### src/rtl/serpent_round_ctrl_pkg.sv
// Shared definitions for the Serpent round controller: FSM states, sizing constants
// and the initial bit permutation used when a block is loaded.
package serpent_round_ctrl_pkg;

   localparam int ROUNDS_DEF = 32;
   localparam int KEY_IDX_W  = 6;
   localparam int BLK_W      = 128;

   typedef logic [1:0] state_t;

   localparam state_t ST_IDLE  = 2'd0;
   localparam state_t ST_ROUND = 2'd1;
   localparam state_t ST_DONE  = 2'd2;

   // Bitslice layout: output nibble i gathers bit i of each of the four 32-bit words.
   function automatic logic [BLK_W-1:0] serpent_ip(input logic [BLK_W-1:0] x);
      logic [BLK_W-1:0] y;
      y = '0;
      for (int i = 0; i < 32; i++) begin
         for (int j = 0; j < 4; j++) begin
            y[4*i+j] = x[32*j+i];
         end
      end
      return y;
   endfunction

endpackage

### src/rtl/Serpent_FP.sv
// Serpent final permutation, the exact inverse of serpent_ip; pure wiring, no state.
module Serpent_FP
   import serpent_round_ctrl_pkg::*;
(
   input  logic [BLK_W-1:0] i_data,
   output logic [BLK_W-1:0] o_data
);

   for (genvar i = 0; i < 32; i++) begin : g_bit
      for (genvar j = 0; j < 4; j++) begin : g_word
         assign o_data[32*j+i] = i_data[4*i+j];
      end
   end

endmodule

### src/rtl/serpent_round_ctrl.sv
// Serpent round sequencer: IP on accept, ROUNDS iterations through an external datapath, FP on output.
// Latency ROUNDS edges accept-to-valid; output held under i_ready=0, no input taken outside IDLE.
module serpent_round_ctrl
   import serpent_round_ctrl_pkg::*;
#(
   parameter int ROUNDS = ROUNDS_DEF
) (
   input  logic                 i_clk,
   input  logic                 i_rst_n,
   input  logic                 i_valid,
   output logic                 o_ready,
   input  logic [BLK_W-1:0]     i_data,
   output logic [BLK_W-1:0]     o_round_in,
   input  logic [BLK_W-1:0]     i_round_out,
   output logic [KEY_IDX_W-1:0] o_key_idx,
   output logic                 o_last,
   output logic                 o_valid,
   input  logic                 i_ready,
   output logic [BLK_W-1:0]     o_data,
   output logic                 o_busy
);

   localparam logic [KEY_IDX_W-1:0] LAST_IDX = KEY_IDX_W'(ROUNDS - 1);

   state_t               state_q, state_d;
   logic [KEY_IDX_W-1:0] cnt_q,   cnt_d;
   logic [BLK_W-1:0]     blk_q,   blk_d;

   always_comb begin
      state_d = state_q;
      cnt_d   = cnt_q;
      blk_d   = blk_q;
      case (state_q)
         ST_IDLE: begin
            if (i_valid) begin
               blk_d   = serpent_ip(i_data);
               cnt_d   = '0;
               state_d = ST_ROUND;
            end
         end
         ST_ROUND: begin
            blk_d = i_round_out;
            // Counter parks on the last index so DONE still reports it.
            if (cnt_q == LAST_IDX) begin
               state_d = ST_DONE;
            end else begin
               cnt_d = cnt_q + KEY_IDX_W'(1);
            end
         end
         ST_DONE: begin
            if (i_ready) begin
               cnt_d   = '0;
               state_d = ST_IDLE;
            end
         end
         default: begin
            cnt_d   = '0;
            state_d = ST_IDLE;
         end
      endcase
   end

   always_ff @(posedge i_clk or negedge i_rst_n) begin
      if (!i_rst_n) begin
         state_q <= ST_IDLE;
         cnt_q   <= '0;
         blk_q   <= '0;
      end else begin
         state_q <= state_d;
         cnt_q   <= cnt_d;
         blk_q   <= blk_d;
      end
   end

   assign o_ready    = (state_q == ST_IDLE);
   assign o_valid    = (state_q == ST_DONE);
   assign o_busy     = (state_q != ST_IDLE);
   assign o_last     = (state_q == ST_ROUND) && (cnt_q == LAST_IDX);
   assign o_round_in = blk_q;
   assign o_key_idx  = cnt_q;

   Serpent_FP u_fp (
      .i_data (blk_q),
      .o_data (o_data)
   );

endmodule

### config.mk
export PLATFORM = sky130hd
export DESIGN_NAME = serpent_round_ctrl
export DESIGN_NICKNAME = d
export VERILOG_FILES = /design/src/rtl/serpent_round_ctrl_pkg.sv /design/src/rtl/Serpent_FP.sv /design/src/rtl/serpent_round_ctrl.sv
export SDC_FILE = /design/constraint.sdc
export NUM_CORES = 1
export LEC_CHECK = 0
export BUFFER_PORTS_ARGS = -buffer_cell sky130_fd_sc_hd__buf_2
export CAP_MARGIN = 20
export CORE_AREA = 2 2 204 206
export DETAILED_ROUTE_END_ITERATION = 8
export DIE_AREA = 0 0 206 208
export MAX_ROUTING_LAYER = met4
export PLACE_DENSITY = 0.43
export SYNTH_ARGS = -nofsm -noshare
export SYNTH_HDL_FRONTEND = slang
export SYNTH_HIERARCHICAL = 1
export SYNTH_SLANG_ARGS = --single-unit
### constraint.sdc
create_clock -name i_clk -period 3.9 [get_ports i_clk]
set_input_delay 0.195 -clock i_clk [delete_from_list [all_inputs] [get_ports i_clk]]
set_output_delay 0.195 -clock i_clk [all_outputs]
set_load 0.1 [all_outputs]
-- Word-level counts from Yosys, hierarchy flattened
Cells that the tools add are included.
- register bits: 136
- input bits: 260
- output and inout bits: 266
- word-level logic and storage cells: 28
- add/sub/neg operators: 1
- eq/ne operators: 7
- multiplexer cells: 10
- reductions and logical operators: 7
- operators with widths (operator ; number):
    $pmux 128 s2 ; 1
    $mux 128 ; 1
    $mux 6 ; 3
    $pmux 6 s3 ; 1
    $add 6x1->6 const B ; 1
    $eq 6x5->1 const B ; 1
    $mux 2 ; 3
    $pmux 2 s3 ; 1
    $reduce_and 3->1 ; 2
    $ne 2x1->1 const B ; 2
    $ne 2x2->1 const B ; 2
    $reduce_bool 2->1 ; 2
    $eq 2x1->1 const B ; 1
    $eq 2x2->1 const B ; 1
    $logic_not 2->1 ; 1
    $reduce_and 2->1 ; 1
    $logic_and 1x1->1 ; 1

-- Longest topological paths before layout
Gate-level depths: netlist of the first run.
- depth in word-level cells: 3
- depth in mapped cells: 7
- gate-level depth less buffers: 5

-- Cells and area by module
Netlist of the first run, hierarchy kept.
- by module, submodules not included (module ; instances ; cells each ; area each (µm²) ; sequential area each (µm²)):
    serpent_round_ctrl ; 1 ; 629 ; 6498.7 ; 3403.3
    Serpent_FP ; 1 ; 128 ; 960.9 ; 0.0

-- Worst setup path before layout of the first run
Ideal clock, no wire load.
- kind: register -> register
- from: register cnt_q[0], in the netlist o_key_idx[0]
- to: register state_q[1]
- library setup time: 72 ps
- arrival: 3088 ps
- required time: 3828 ps
- path slack: 740 ps
- cell stages (with the launch flop): 6
- path buffers: 0
- period minus slack after synthesis: 3160 ps
- path through: dfrtp_1 -> ha_1 -> and3b_1 -> nand3_1 -> nor2_1 -> a21o_1
- longest elaborated chain between the ends: 3
- RTL lines (element ; RTL line ; text):
    from (decl) ; serpent_round_ctrl.sv:26 ; logic [KEY_IDX_W-1:0] cnt_q, cnt_d;
    from (signal assigned) ; serpent_round_ctrl.sv:70 ; cnt_q <= cnt_d;
    $eq 6x5->1 ; serpent_round_ctrl.sv:44 ; if (cnt_q == LAST_IDX) begin
    $ne 2x1->1 (no line) ; -- ;
    $reduce_and 3->1 (no line) ; -- ;
    to (signal assigned) ; serpent_round_ctrl.sv:69 ; state_q <= state_d;
    to (decl) ; serpent_round_ctrl.sv:25 ; state_t state_q, state_d;
Every way passes these cells.
A chain may end at the register's enable or synchronous reset.

-- Worst setup path after layout of the first run
- from: register state_q[0]
- to: register blk_q[91], in the netlist o_round_in[91]
- longest elaborated chain between the ends: 3
- elaborated cells on any way between the ends: 6
- classes of those cells: eq/ne: 2; mux: 1; reduce/logical: 3
- RTL lines (element ; RTL line ; text):
    $eq 2x1->1 / $logic_not 2->1 (equally long branches) ; serpent_round_ctrl.sv:33 ; case (state_q)
    $reduce_bool 2->1 (no line) / $ne 2x2->1 (equally long branches) ; -- ;
    $reduce_and 2->1 (no line) ; -- ;
    to (signal assigned) ; serpent_round_ctrl.sv:71 ; blk_q <= blk_d;
    to (decl) ; serpent_round_ctrl.sv:27 ; logic [BLK_W-1:0] blk_q, blk_d;
Several ways; a longest one is shown, not always the timed one.

==> out/results.tsv, run 1 <==
stage	metric	value	unit
run_status	status	finished clean	
timing	total negative slack	0	ns
timing	minimum clock period	2.782	ns
floorplanning	Core Region	0.04055	mm2
global_route	grt ovf	0	
cts	CTS root buffer	clkbuf_16	
layout	share of cells above drive strength 1	47.88	%
drt	Starting DRT DRC Count	319	
timing	period utilisation layout	71.33	%
run	maxcap violations	0	
layout	fill count	4429	
logic_synthesis	Main synth FF type	dfrtp_1	
global_route	largest net degree at the start of global routing	115	
cts	CTS tree	yes	
logic_synthesis	Synth Warn #	6	
cts	clk slew on worst S/H paths	0.06	ns
logic_synthesis	Synth Instances	757	
critical_path	crit end category	flop	
layout	final non-filler cell total	1714	
floorplanning	Initial Util	18.39	%
critical_path	Worst Path Arrival	3.08	ns
logic_synthesis	post-synth top area share	45.62	%
floorplanning	I/O Pins	526	
logic_synthesis	syn_area_per_cell	9.854	um2
timing	hold_ws	0.03947	ns
layout	Area Growth Syn to Fin	41.36	%
global_route	GRT Overall Usage	11.63	%
floorplanning	die height	208	um
drt	drt drc	0	
timing	final setup fails	0	
logic_synthesis	EDFF count, synth	0	
global_route	initial antenna violation count	0	
timing	Slew Viols, Final	0	
timing	Max Clock Freq	359.5	MHz
min_path	worst min path class	input port to flop	
layout	multi-input logic area	0.002751	mm2
layout	Sequential Area	0.003403	mm2
logic_synthesis	synthesized flop and latch total	136	
logic_synthesis	Synth cell types	32	
logic_synthesis	post-synthesis async set-or-reset flop share	100.0	%
logic_synthesis	leading area contributor after synthesis	dfrtp_1	
logic_synthesis	Synth Cell Area	0.007460	mm2
layout	nets	1430	
drt	post-route ant nets	0	
floorplanning	Die X	206	um
logic_synthesis	net count after synthesis	1018	
logic_synthesis	part of the Yosys area used for sequential elements	45.62	%
layout	antenna diode count	0	
critical_path	Crit Path Category	flop to flop	
critical_path	startpoint types	flop	
cts	clock sink count	136	
floorplanning	FP Rows	74	
timing	skew final	0.01156	ns
cts	clk buf depth	2	
logic_synthesis	count leader, synth	dfrtp_1	
placed_design	GPL Wtd Cong	0.7844	
placed_design	Detailed Place HPWL	18.73	mm
timing	Slew @ Worst Pin	0.9732	ns
cts	CTS buffer count	17	
timing	worst relative slew slack	34.83	%
critical_path	maximum fanout along the worst path	65	
drt	DR vias/cell	3.858	
cts	Resized cells post-CTS	0	
drt	WL/cell	14.45	um
floorplanning	full die area	0.04285	mm2
timing	RSZ-0062 raised after global routing	false	
logic_synthesis	synth top area cells	dfrtp_1 46%, mux2i_1 14%, buf_4 13%, o21ai_0 6.8%, nand2_1 5.5%	
timing	Hold Violations, Final	0	
placed_design	PortBufs	525	
cts	clk_lat worst skew	0.44	ns
logic_synthesis	Post-synth top cells	136 x dfrtp_1, 131 x buf_4, 109 x nand2_1	
cts	CTS H-tree depth	4	
drt	Via Count	6612	
placed_design	placed cells	1644	
global_route	first-pass GRT wire length	36.85	mm
drt	drt pass-1 iters	4	
global_route	number of global-route vias before repair	6411	
critical_path	Critical Path RT	4.20	ns
drt	final wirelength	24.77	mm
-- critical path: stages (launching register included) --
cell and delay [ns]:
dfrtp_1 0.97, nor2b_4 0.36, buf_12 0.33, mux2i_1 0.25, dlygate4sd3_1 0.56, o21ai_1 0.05
-- layout make-up --
class / instances / share of cell area (%)
Clock buffer: 21 / 4.366
Clock inverter: 11 / 1.175
Inverter: 5 / 0.1780
Multi-Input combinational cell: 440 / 26.09
Sequential cell: 136 / 32.27
Tap cell: 532 / 6.312
Timing Repair Buffer: 569 / 29.60
-- worst paths after layout --
path / slack [ns] / from / depth (start not counted) / end
worst max-delay path: 1.12 / state_q[0] / 5 / o_round_in[91]
worst min-delay path: 0.04 / i_round_out[83] / 3 / o_round_in[83]
worst max register to register: 1.12 / state_q[0] / 5 / o_round_in[91]
worst min register to register: 0.51 / o_round_in[98] / 2 / o_round_in[98]
max in group asynchronous: 2.64 / i_rst_n / 3 / o_round_in[100]
min in group asynchronous: 0.34 / i_rst_n / 2 / o_round_in[120]
-- flip-flops by register name, summed over array words and instances, names as in the netlist --
name        count
o_key_idx       6
state_q         2
o_round_in    128
-- kinds of logic (layout without fill, tap and decap cells) --
family                     count (synthesis)  in the layout  share of synthesized area, %
AOI/OAI and AO/OA                        186            186                         13.64
buffers and inverters                    181            606                         17.53
and+or+nand+nor                          146            146                         8.688
DFF                                      136            136                         45.62
muxes                                    107            107                         14.36
adders and majority gates                  1              1                        0.1677
-- layout by cell type (no fill, tap or decap) --
cell / n
dlygate4sd3_1: 38
inv_1: 5
nor3b_1: 1
buf_6: 1
nand3b_1: 1
a32o_1: 1
a21boi_0: 1
buf_2: 524
or4_1: 1
clkinvlp_4: 3
clkinv_4: 3
nand2b_1: 1
and3b_1: 1
o21ai_0: 101
clkinv_2: 3
a21oi_1: 27
bufinv_16: 2
a22oi_1: 21
clkbuf_1: 2
clkbuf_8: 2
and3_1: 1
nor2b_1: 22
nor2_1: 1
nor2b_2: 1
nand3_1: 3
a21o_1: 2
a41oi_1: 1
clkbuf_16: 17
buf_12: 5
dfrtp_1: 136
buf_4: 1
a211o_1: 1
nor2b_4: 1
or2_2: 2
mux2i_1: 107
nand4_1: 1
o21bai_4: 1
ha_1: 1
nand2_1: 109
o21ai_1: 30
-- metrics by stage --
stage,cell area [um2],util [%],setup WS [ns]
4_1_cts,10550,26.00,1.135
2_1_floorplan,7460,-,0.7404
6_report,10550,26.00,1.118
3_3_place_gp,9580,23.62,1.623
5_1_grt,10550,26.00,0.9210
3_5_place_dp,9580,23.62,1.565
-- per-layer routing --
metal | track usage [%] | share of wire (%) | vias to the layer above
met5 | - | 0 | -
met3 | 2.804 | 6.5 | 20
met4 | 4.581 | 2.0 | 0
met1 | 13.01 | 40 | 2998
li1 | - | - | 3286
met2 | 19.80 | 51 | 308
-- repair_timing --
| action | CTS | global route |
|---|---|---|
| endpoints found under the hold margin | 105 | 0 |
| setup buffers | 0 | 0 |
| hold buffers | 38 | 0 |
Power of run 1 is not shown: default switching activity piles up to over one toggle a cycle in this logic, so the estimate is an artifact.
==> run 2: changes to the inputs <==
ABC_AREA = 1   (was not set)
clock period = 2.8 ns   (was 3.9 ns; I/O delays follow)
==> run 2 against run 1 <==
Synthesized area down 0.89%. Global-route usage up 2.9 points. Flip-flop and latch count unchanged. Die area unchanged. Final cell count up 19%. Synthesized cell count up 18%. Clock-buffer cell count unchanged. First-iteration DRC count up 77%. Wire length up 26%. Non-clock buffer count up 199. Fmax up 23%. Largest cell class is now buffers.
==> out/results.tsv, run 2 <==
stage	metric	value	unit	change
run_status	status	finished clean		unchanged
cts	# Post-CTS Setup Buffers	0		unchanged
timing	PnR worst setup slack	0.5359	ns	was 1.118 ns
logic_synthesis	synth top area cells	dfrtp_1 46%, buf_4 14%, nand3_1 11%, o21ai_0 8.8%, o21ai_1 7.4%		was dfrtp_1 46%, mux2i_1 14%, buf_4 13%, o21ai_0 6.8%, nand2_1 5.5%
global_route	number of global-route vias before repair	8520		was 6411
cts	clk_lat worst skew	0.43	ns	was 0.44 ns
placed_design	PortBufs	525		unchanged
global_route	first-pass GRT wire length	47.06	mm	was 36.85 mm
cts	CTS H-tree depth	4		unchanged
cts	CTS buffer count	17		unchanged
timing	Hold Violations, Final	0		unchanged
layout	Area Growth Syn to Fin	68.56	%	was 41.36%
critical_path	startpoint types	flop		unchanged
min_path	worst min path class	input port to flop		unchanged
logic_synthesis	Synth Instances	897		was 757
layout	nets	1748		was 1430
drt	Starting DRT DRC Count	564		was 319
logic_synthesis	Synth cell types	22		was 32
timing	final setup fails	0		unchanged
drt	DR vias/cell	4.211		was 3.858
drt	WL/cell	15.32	um	was 14.45 um
timing	skew final	0.006720	ns	was 0.01156 ns
layout	most frequent cells in the layout	523 x buf_2, 233 x dlygate4sd3_1, 157 x nand3_1		was 524 x buf_2, 136 x dfrtp_1, 109 x nand2_1
drt	drt pass-1 iters	5		was 4
logic_synthesis	count leader, synth	nand3_1		was dfrtp_1
floorplanning	full die area	0.04285	mm2	unchanged
drt	Via Count	8570		was 6612
logic_synthesis	part of the Yosys area used for sequential elements	46.03	%	was 45.62%
timing	total negative slack	0	ns	unchanged
placed_design	dpl ws	1.030	ns	was 1.565 ns
logic_synthesis	syn_area_per_cell	8.242	um2	was 9.854 um2
timing	worst relative slew slack	40.12	%	was 34.83%
floorplanning	FP Rows	74		unchanged
layout	share of cells above drive strength 1	38.20	%	was 47.88%
timing	Slew Viols, Final	0		unchanged
floorplanning	die height	208	um	unchanged
timing	Slew @ Worst Pin	0.8982	ns	was 0.9732 ns
logic_synthesis	net count after synthesis	1158		was 1018
global_route	initial antenna violation count	4		was 0
global_route	largest net degree at the start of global routing	137		was 115
critical_path	Crit Path Category	flop to flop		unchanged
critical_path	Critical Path RT	3.17	ns	was 4.20 ns
cts	clock sink count	136		unchanged
logic_synthesis	post-synthesis async set-or-reset flop share	100.0	%	unchanged
floorplanning	Die X	206	um	unchanged
global_route	GRT Overall Usage	14.48	%	was 11.63%
drt	final wirelength	31.18	mm	was 24.77 mm
global_route	grt ovf	0		unchanged
cts	clk slew on worst S/H paths	0.06	ns	about the same
cts	CTS root buffer	clkbuf_16		unchanged
critical_path	Worst Path Arrival	2.63	ns	was 3.08 ns
drt	drt drc	0		unchanged
layout	Largest register FFs	128		unchanged
run	maxcap violations	0		unchanged
cts	clk buf depth	2		unchanged
floorplanning	Core Region	0.04055	mm2	unchanged
placed_design	Detailed Place HPWL	20.23	mm	was 18.73 mm
logic_synthesis	Synth Cell Area	0.007393	mm2	was 0.007460 mm2
placed_design	GPL Wtd Cong	0.8062		was 0.7844
timing	Max Clock Freq	441.7	MHz	was 359.5 MHz
timing	minimum clock period	2.264	ns	was 2.782 ns
logic_synthesis	Post-synth top cells	157 x nand3_1, 139 x buf_4, 136 x dfrtp_1		was 136 x dfrtp_1, 131 x buf_4, 109 x nand2_1
logic_synthesis	synthesized flop and latch total	136		unchanged
logic_synthesis	Synth Warn #	6		unchanged
logic_synthesis	Main synth FF type	dfrtp_1		unchanged
critical_path	crit end category	flop		unchanged
timing	period utilisation layout	80.86	%	was 71.33%
floorplanning	I/O Pins	526		unchanged
logic_synthesis	EDFF count, synth	0		unchanged
drt	post-route ant nets	0		unchanged
critical_path	maximum fanout along the worst path	89		was 65
timing	RSZ-0062 raised after global routing	false		unchanged
cts	CTS tree	yes		unchanged
layout	most common cell after layout, fill and taps aside	buf_2		unchanged
logic_synthesis	leading area contributor after synthesis	dfrtp_1		unchanged
logic_synthesis	post-synth top area share	46.03	%	was 45.62%
floorplanning	Initial Util	18.23	%	was 18.39%
## run 2: kinds of logic (layout without fill, tap and decap cells)
logic type                 count (synthesis)  after routing  synth area share (%)
and+or+nand+nor                          313            313                 18.90
AOI/OAI and AO/OA                        242            242                 16.45
buffers and inverters                    205            808                 18.45
DFF                                      136            136                 46.03
adders and majority gates                  1              1                0.1692
other                                      0              3                     0
## run 2: final cells by class
cell class	instances	area, um2
clock inverters	11	98.84
repair buffers	768	5144
multi-input cells	556	2640
fillers	4353	28090
inverters	8	32.53
diodes	3	7.507
clock buffers	21	470.5
well taps	532	665.6
flip-flops and latches	136	3403
## run 2: metrics by stage
stage                     cells  cell area [um2]  utilization [%]  hold WS, ns
final                      2035            12460            30.73      0.03754
after floorplan             897             7393                -      -0.1556
after global placement     1767             9553            23.56       0.3317
after detailed placement   1767             9553            23.56       0.3271
after global routing       2035            12460            30.73      0.02899
after CTS                  2032            12450            30.71    0.0005293
## run 2: critical path, cell delays in order, from the launching register on
cell and delay, ns:
dfrtp_1 0.46, nand2_8 0.14, buf_4 0.62, o21ai_0 0.15, o21ai_0 0.17, dlygate4sd3_1 0.58
## run 2: what timing repair did
item                                   in CTS  in global routing
resized for setup                           0                  0
hold buffers                              233                  0
endpoints found under the hold margin     262                  0
setup endpoints to repair                   0                  0
## run 2: per-layer routing
metal	vias to the layer above	track usage [%]	share of wire [%]
li1	4111	-	-
met1	4069	16.82	42
met2	364	24.87	51
met3	26	2.647	6.2
met4	0	5.025	1.7
met5	-	-	0
## run 2: final timing paths
check                                     start             end  slack (ns)  cells after the start
worst max-delay path                 state_q[0]  o_round_in[44]        0.54                      5
worst min-delay path            i_round_out[33]  o_round_in[33]        0.04                      3
worst max register to register       state_q[0]  o_round_in[44]        0.54                      5
worst min register to register   o_round_in[47]  o_round_in[47]        0.54                      2
max in group asynchronous               i_rst_n  o_round_in[80]        1.80                      3
min in group asynchronous               i_rst_n  o_round_in[25]        0.40                      3
Power of run 2 is left out for the same reason.
